File: src/rtl/ula_serial_adder.sv
// ula_serial_adder: bit-serial WIDTH-bit adder, LSB first, one bit per clock.
// A start pulse in idle latches both operands and the carry-in. WIDTH edges later the
// registered sum, carry-out and signed overflow update together with a one-cycle done pulse.
//
// Ports
//   clk    in   rising-edge clock
//   rst    in   asynchronous active-high reset
//   start  in   request, sampled only in idle
//   a, b   in   WIDTH-bit operands, sampled on the accepting edge
//   cin    in   carry-in, sampled on the accepting edge
//   busy   out  high while bits are being added
//   done   out  one-cycle pulse when s/cout/ovf have just updated
//   s      out  registered sum, held until the next result
//   cout   out  registered carry out of the MSB
//   ovf    out  registered signed overflow
module ula_serial_adder #(
  parameter int unsigned WIDTH = 8
) (
  input  logic             clk,
  input  logic             rst,
  input  logic             start,
  input  logic [WIDTH-1:0] a,
  input  logic [WIDTH-1:0] b,
  input  logic             cin,
  output logic             busy,
  output logic             done,
  output logic [WIDTH-1:0] s,
  output logic             cout,
  output logic             ovf
);

  localparam int unsigned CntW = $clog2(WIDTH);
  localparam logic [CntW-1:0] LastCnt = CntW'(WIDTH - 1);

  typedef enum logic [1:0] {StIdle, StRun, StDone} state_e;

  state_e           r_state, w_state_nxt;
  logic [WIDTH-1:0] r_opa, w_opa_nxt;
  logic [WIDTH-1:0] r_opb, w_opb_nxt;
  logic [WIDTH-1:0] r_acc, w_acc_nxt;
  logic [CntW-1:0]  r_cnt, w_cnt_nxt;
  logic             r_c, w_c_nxt;
  logic             r_busy, w_busy_nxt;
  logic             r_done, w_done_nxt;
  logic [WIDTH-1:0] r_s, w_s_nxt;
  logic             r_cout, w_cout_nxt;
  logic             r_ovf, w_ovf_nxt;

  // Full adder from two half-adder stages; the OR merges the two stage carries.
  logic w_hs1, w_hc1, w_sum, w_hc2, w_carry;
  assign w_hs1   = r_opa[0] ^ r_opb[0];
  assign w_hc1   = r_opa[0] & r_opb[0];
  assign w_sum   = w_hs1 ^ r_c;
  assign w_hc2   = w_hs1 & r_c;
  assign w_carry = w_hc1 | w_hc2;

  always_ff @(posedge clk or posedge rst) begin
    if (rst) begin
      r_state <= StIdle;
      r_opa   <= '0;
      r_opb   <= '0;
      r_acc   <= '0;
      r_cnt   <= '0;
      r_c     <= 1'b0;
      r_busy  <= 1'b0;
      r_done  <= 1'b0;
      r_s     <= '0;
      r_cout  <= 1'b0;
      r_ovf   <= 1'b0;
    end else begin
      r_state <= w_state_nxt;
      r_opa   <= w_opa_nxt;
      r_opb   <= w_opb_nxt;
      r_acc   <= w_acc_nxt;
      r_cnt   <= w_cnt_nxt;
      r_c     <= w_c_nxt;
      r_busy  <= w_busy_nxt;
      r_done  <= w_done_nxt;
      r_s     <= w_s_nxt;
      r_cout  <= w_cout_nxt;
      r_ovf   <= w_ovf_nxt;
    end
  end

  always_comb begin
    w_state_nxt = r_state;
    w_opa_nxt   = r_opa;
    w_opb_nxt   = r_opb;
    w_acc_nxt   = r_acc;
    w_cnt_nxt   = r_cnt;
    w_c_nxt     = r_c;
    w_busy_nxt  = r_busy;
    w_done_nxt  = r_done;
    w_s_nxt     = r_s;
    w_cout_nxt  = r_cout;
    w_ovf_nxt   = r_ovf;
    unique case (r_state)
      StIdle: begin
        if (start) begin
          w_opa_nxt   = a;
          w_opb_nxt   = b;
          w_c_nxt     = cin;
          w_cnt_nxt   = '0;
          w_busy_nxt  = 1'b1;
          w_state_nxt = StRun;
        end
      end
      StRun: begin
        w_opa_nxt = {1'b0, r_opa[WIDTH-1:1]};
        w_opb_nxt = {1'b0, r_opb[WIDTH-1:1]};
        w_c_nxt   = w_carry;
        // Sum bits enter at the MSB, so after WIDTH shifts bit 0 holds the first sum bit.
        w_acc_nxt = {w_sum, r_acc[WIDTH-1:1]};
        w_cnt_nxt = r_cnt + CntW'(1);
        if (r_cnt == LastCnt) begin
          // On the last bit r_c is the carry into the MSB.
          w_s_nxt     = {w_sum, r_acc[WIDTH-1:1]};
          w_cout_nxt  = w_carry;
          w_ovf_nxt   = r_c ^ w_carry;
          w_done_nxt  = 1'b1;
          w_busy_nxt  = 1'b0;
          w_state_nxt = StDone;
        end
      end
      StDone: begin
        w_done_nxt  = 1'b0;
        w_state_nxt = StIdle;
      end
      default: begin
        w_state_nxt = StIdle;
      end
    endcase
  end

  assign busy = r_busy;
  assign done = r_done;
  assign s    = r_s;
  assign cout = r_cout;
  assign ovf  = r_ovf;

endmodule

File: config.mk
export PLATFORM = sky130hd
export DESIGN_NAME = ula_serial_adder
export DESIGN_NICKNAME = d
export VERILOG_FILES = /design/src/rtl/ula_serial_adder.sv
export SDC_FILE = /design/constraint.sdc
export NUM_CORES = 1
export LEC_CHECK = 0
export ABC_AREA = 1
export CAP_MARGIN = 20
export CORE_ASPECT_RATIO = 0.8
export CORE_MARGIN = 4
export CORE_UTILIZATION = 41
export DETAILED_ROUTE_END_ITERATION = 10
export HOLD_SLACK_MARGIN = 0.12
export PLACE_DENSITY = 0.75
export SYNTH_ARGS = -nofsm -noshare
export SYNTH_HDL_FRONTEND = slang
export SYNTH_SLANG_ARGS = --single-unit
File: constraint.sdc
create_clock -name clk -period 1.15 [get_ports clk]
set_input_delay 0.23 -clock clk [delete_from_list [all_inputs] [get_ports clk]]
set_output_delay 0.23 -clock clk [all_outputs]
set_load 0.03 [all_outputs]
# --- After elaboration in Yosys (flattened, before gate mapping) ---
# Index checks and enable logic that the tools add are counted.
# W data, S select, Z words.
classes:
  n_reduce_logical: 8
  bitwise_logic: 6
  n_mux: 16
  n_addsub: 1
  eq_ne: 5
op_table:
  columns: ["cell", "n"]
  rows:
  - ["$pmux W8 S2", 2]
  - ["$mux W8", 2]
  - ["$reduce_and A2 Y1", 4]
  - ["$pmux W1 S2", 3]
  - ["$pmux W3 S2", 1]
  - ["$mux W1", 4]
  - ["$mux W2", 2]
  - ["$ne A2 B2 Y1 const B", 2]
  - ["$pmux W2 S2", 1]
  - ["$reduce_bool A2 Y1", 2]
  - ["$add A3 B1 Y3 const B", 1]
  - ["$eq A3 B3 Y1 const B", 1]
  - ["$mux W3", 1]
  - ["$reduce_and A3 Y1", 1]
  - ["$xor A1 B1 Y1", 3]
  - ["$and A1 B1 Y1", 2]
  - ["$eq A2 B1 Y1 const B", 1]
  - ["$eq A2 B2 Y1 const B", 1]
  - ["$logic_not A2 Y1", 1]
  - ["$or A1 B1 Y1", 1]
word_totals:
  output_inout_bits: 12
  wordCells: 47
  reg_bits: 42
  inputBits: 20

# --- Longest topological paths before layout ---
logic_depth:
  depth_word: 4
  depth_mapped: 7
  mapped_depth_nobuf: 6

# --- Least setup slack after synthesis ---
# No wires, ideal clock.
synth_timing:
  path_type: "register to register"
  start: "register r_cnt[0]"
  end: "register r_ovf, in the netlist ovf"
  required_ns: 1.085
  slack_ns: -0.089
  synth_period_minus_slack_ns: 1.239
  setup_ns: 0.065
  arrival_time_ns: 1.173
  path_buffers: 1
  path_stages_with_launch: 7
  path_cell_list: "dfrtp_1 ha_1 ha_1 nand2_4 buf_6 nand2_1 nand2_1"
synth_via:
  elab_chain_cells: 2
synth_rtl:
  columns: ["item", "line", "rtl"]
  rows:
  - ["start, declared", "41", "logic [CntW-1:0] r_cnt, w_cnt_nxt;"]
  - ["start signal, assigned", "75", "r_cnt <= w_cnt_nxt;"]
  - ["$eq A3 B3 Y1", "115", "if (r_cnt == LastCnt) begin"]
  - ["$reduce_and A2 Y1 (no line)", null, null]
  - ["end signal, assigned", "81", "r_ovf <= w_ovf_nxt;"]
  - ["end, declared", "47", "logic r_ovf, w_ovf_nxt;"]
# No other way between the ends.
# A chain may end at the register's enable or synchronous reset.

# --- Worst setup path in the final report ---
layout_timing:
  start: "register r_opa[0]"
  end: "register r_acc[7]"
layout_via:
  elab_chain_cells: 2
layout_rtl:
  columns: ["item", "line", "rtl"]
  rows:
  - ["start, declared", "38", "logic [WIDTH-1:0] r_opa, w_opa_nxt;"]
  - ["start signal, assigned", "72", "r_opa <= w_opa_nxt;"]
  - ["$xor A1 B1 Y1", "51", "assign w_hs1 = r_opa[0] ^ r_opb[0];"]
  - ["$xor A1 B1 Y1", "53", "assign w_sum = w_hs1 ^ r_c;"]
  - ["named net w_sum", "50", "logic w_hs1, w_hc1, w_sum, w_hc2, w_carry;"]
  - ["end signal, assigned", "74", "r_acc <= w_acc_nxt;"]
  - ["end, declared", "40", "logic [WIDTH-1:0] r_acc, w_acc_nxt;"]
# The timed path passes the listed nets, and every way through them passes these cells.

==> summary.txt <==
Logic synthesis
  – Syn Nets: roughly 250
  – Synthesized area per cell: between 8 and 9 um^2
  – Synth area leader: dfrtp_1
  – Dominant synthesized flop cell: dfrtp_1
  – Synth Warn #: 0
  – Top cells by area, synth: dfrtp_1 53%, nand3_1 12%, nand2_1 11%
  – Synth unique cells: 20
  – Top cells by count, synth: 58 x nand2_1, 46 x nand3_1, 41 x dfrtp_1
  – Post-synth EDFFs: 0
  – Mapped Cells: roughly 230
  – Sequential area share after synthesis: 52.84%
  – Ys async rst share: 100.0%
  – Mapped Area: about 1900 um^2
  – Count leader, synth: nand2_1
  – Register bit count reported by yosys: slightly above 40
  – Top cell type's share of synthesized area: between 50% and 60%

Setup path
  – Req. time, crit path: between 1 and 1.5 ns
  – Endpoint class of the critical path: flip-flop
  – Crit path kind: reg -> reg
  – Slowest stage cell, crit path: fa_2
  – Worst r2r src: r_opa[0]$_DFFE_PP0P_
  – CP max FO: 2
  – Cell Chain, Critical Path: fa_2 -> inv_2 -> o21ai_1
  – Top Family by Delay on Critical Path: adder cells
  – R2r setup slk: -0.04 ns
  – Crit path launch type: flip-flop
  – CP arrival: about 1.4 ns
  – Reg2Reg Depth: 3
  – Worst reg2reg endpoint: r_acc[7]$_DFFE_PP0N_
  – Slowest cell delay on critical path: between 0.5 and 0.6 ns
  – Worst Path Buf+Inv: 1

Clock network
  – Clock root buffer: clkbuf_8
  – CTS tree: done
  – H-tree depth: 2
  – Clock buffer depth: 2
  – Clock insertion delay at the later pin of the skew report: just under 0.3 ns
  – Post-CTS Hold Buffers: 0
  – Worst-path clk slew: roughly 0.080 ns
  – CTS sink cnt: 41
  – TritonCTS Buffers: 5

STA
  – Peak Freq: around 0.84 GHz
  – Worst clock skew: 0.008006 ns
  – Setup WS post-layout: -0.04255 ns
  – Final worst path period need: between 1 and 1.5 ns
  – Worst-margin pin slew: ~0.22 ns
  – Worst Hold Slack: around 0.32 ns
  – RSZ-0062 raised after global routing: true
  – # setup viols final: 7
  – Final Hold Viols: 0
  – Setup TNS Final: -0.1665 ns
  – Relative slew margins: 85.07%
  – Fin crit share: 103.7%
  – Max-slew violations: 0

GRT
  – Largest net degree at the start of global routing: 42
  – Met2 Track Usage GR: between 20% and 30%
  – Grt met1 use: around 19%
  – GRT busiest layer: met2
  – Vias in the first global route: roughly 1,500
  – Grt ovf: 0
  – Total GRT Usage: 14.19%
  – Initial antenna violation count: 0
  – Met3 usage: 3.682%
  – First-pass GRT wire length: about 6.8 mm

Route
  – Wire per inst: approximately 12 um
  – Final WL: approximately 4.1 mm
  – Vias/cell: 4.736
  – Residual DRC: 0
  – Initial DRC count: 98
  – Via count: roughly 1,600
  – ANT nets after route: 0
  – Total iterations of the first detailed-routing run: 4

Finish
  – Layout Nets: 300
  – Final instance area: around 2700 um^2
  – Final core occ: roughly three fifths
  – Layout Cells excl Fill: between 300 and 400
  – N_diodes: 0
  – Fraction of layout cells with a size suffix above 1: about a quarter
  – P&R area growth vs syn: 36.98%

Floorplanning
  – Initial Util: between 40% and 50%
  – Die area: approximately 5900 um^2
  – # IOs: 32
  – Core ar.: about 4600 um^2
  – Die height: a little under 70 um
  – Cell Rows: 22
  – Chip width: ~85 um

Power and ir drop
  – P per Cell Area: 2850 nW/um^2
  – Leakage power figure: about 1.4 nW
  – Maximum vdd ir drop: 0.001462 V
  – Pwr Total: 7.581 mW

Placement
  – GPL Wtd Cong: around 0.77
  – Area after DPL: 2395 um^2
  – Number of port buffers: 31
  – Pre-CTS setup slack: -0.2513 ns
  – Cells after DPL: roughly 330
  – Dpl hpwl: 2.862 mm

Hold path
  – Hold Path Class: in -> async

Status
  – Status: finished, violations left
  – Failing checks: setup timing

Flow run
  – Max cap viols: 0
==> report_power, final <==
group	total (mW)	switching [mW]	internal [mW]
Clock	1.37	0.505	0.862
Combinational	3.68	2.04	1.64
Sequential	2.53	0.425	2.11
Total	7.58	2.97	4.62
==> worst reg2reg max path, stage by stage (launching register included) <==
cell	delay [ns]
dfrtp_1	0.41
fa_2	0.58
inv_2	0.04
o21ai_1	0.10
==> worst max-delay path by stage <==
| stage | start | endpoint | slack (ns) | depth (start not counted) |
|---|---|---|---|---|
| 3_5_place_dp | start | r_opa[1]$_DFFE_PP0P_ | -0.25 | 5 |
| 3_3_place_gp | start | r_opa[1]$_DFFE_PP0P_ | -0.20 | 5 |
| 2_1_floorplan | r_opb[0]$_DFFE_PP0P_ | r_acc[7]$_DFFE_PP0N_ | -0.001 | 3 |
| 6_report | r_opa[0]$_DFFE_PP0P_ | r_acc[7]$_DFFE_PP0N_ | -0.04 | 3 |
| 5_1_grt | r_opa[0]$_DFFE_PP0P_ | r_acc[7]$_DFFE_PP0N_ | -0.08 | 3 |
| 4_1_cts | r_c$_DFFE_PP0P_ | r_acc[7]$_DFFE_PP0N_ | -0.07 | 3 |
==> sequential cells by signal (all words and copies together) (netlist names) <==
name     cells
r_cnt        3
r_state      2
ovf          1
cout         1
r_opa        8
done         1
r_opb        8
busy         1
r_acc        7
r_c          1
s            8
==> routing by layer <==
| layer | up-vias | part of all wire [%] |
|---|---|---|
| li1 | 807 | - |
| met1 | 756 | 46 |
| met2 | 27 | 48 |
| met3 | 6 | 4.2 |
| met4 | 0 | 1.1 |
| met5 | - | 0 |
==> timing repair <==
action	CTS	global route
pin swaps	6	4
resized for setup	8	14
cloned	0	1
setup buffers	2	1
setup endpoints to repair	26	29
==> layout by cell type (no fill, tap or decap), types with 2 or more instances in the layout <==
| cell type | instances |
|---|---|
| nand2_8 | 2 |
| buf_4 | 22 |
| inv_1 | 32 |
| o21ai_2 | 7 |
| clkdlybuf4s50_1 | 19 |
| bufinv_16 | 2 |
| o21ai_1 | 2 |
| nand3_1 | 44 |
| nand2_4 | 2 |
| dfrtp_1 | 40 |
| clkbuf_8 | 5 |
| nand3_2 | 2 |
| nor2_2 | 3 |
| o21ai_0 | 10 |
| buf_6 | 8 |
| inv_2 | 3 |
| nand2_1 | 57 |
==> cell families after synthesis <==
family / after synthesis / synth area share [%]
compound gates: 20 / 6.508
xor+xnor: 1 / 0.4511
fa+ha+maj: 4 / 2.964
buf+inv: 47 / 10.44
flops: 41 / 52.83
simple gates: 114 / 26.80
==> area by class of cell <==
cell class	instances	area, um^2
Multi-Input combinational cell	139	773.2
Inverter	37	145.1
Fill cell	414	1909
Clock inverter	3	65.06
Tap cell	60	75.07
Sequential cell	41	1027
Timing Repair Buffer	52	505.5
Clock buffer	5	68.82
(Power assumes the default switching activity.)
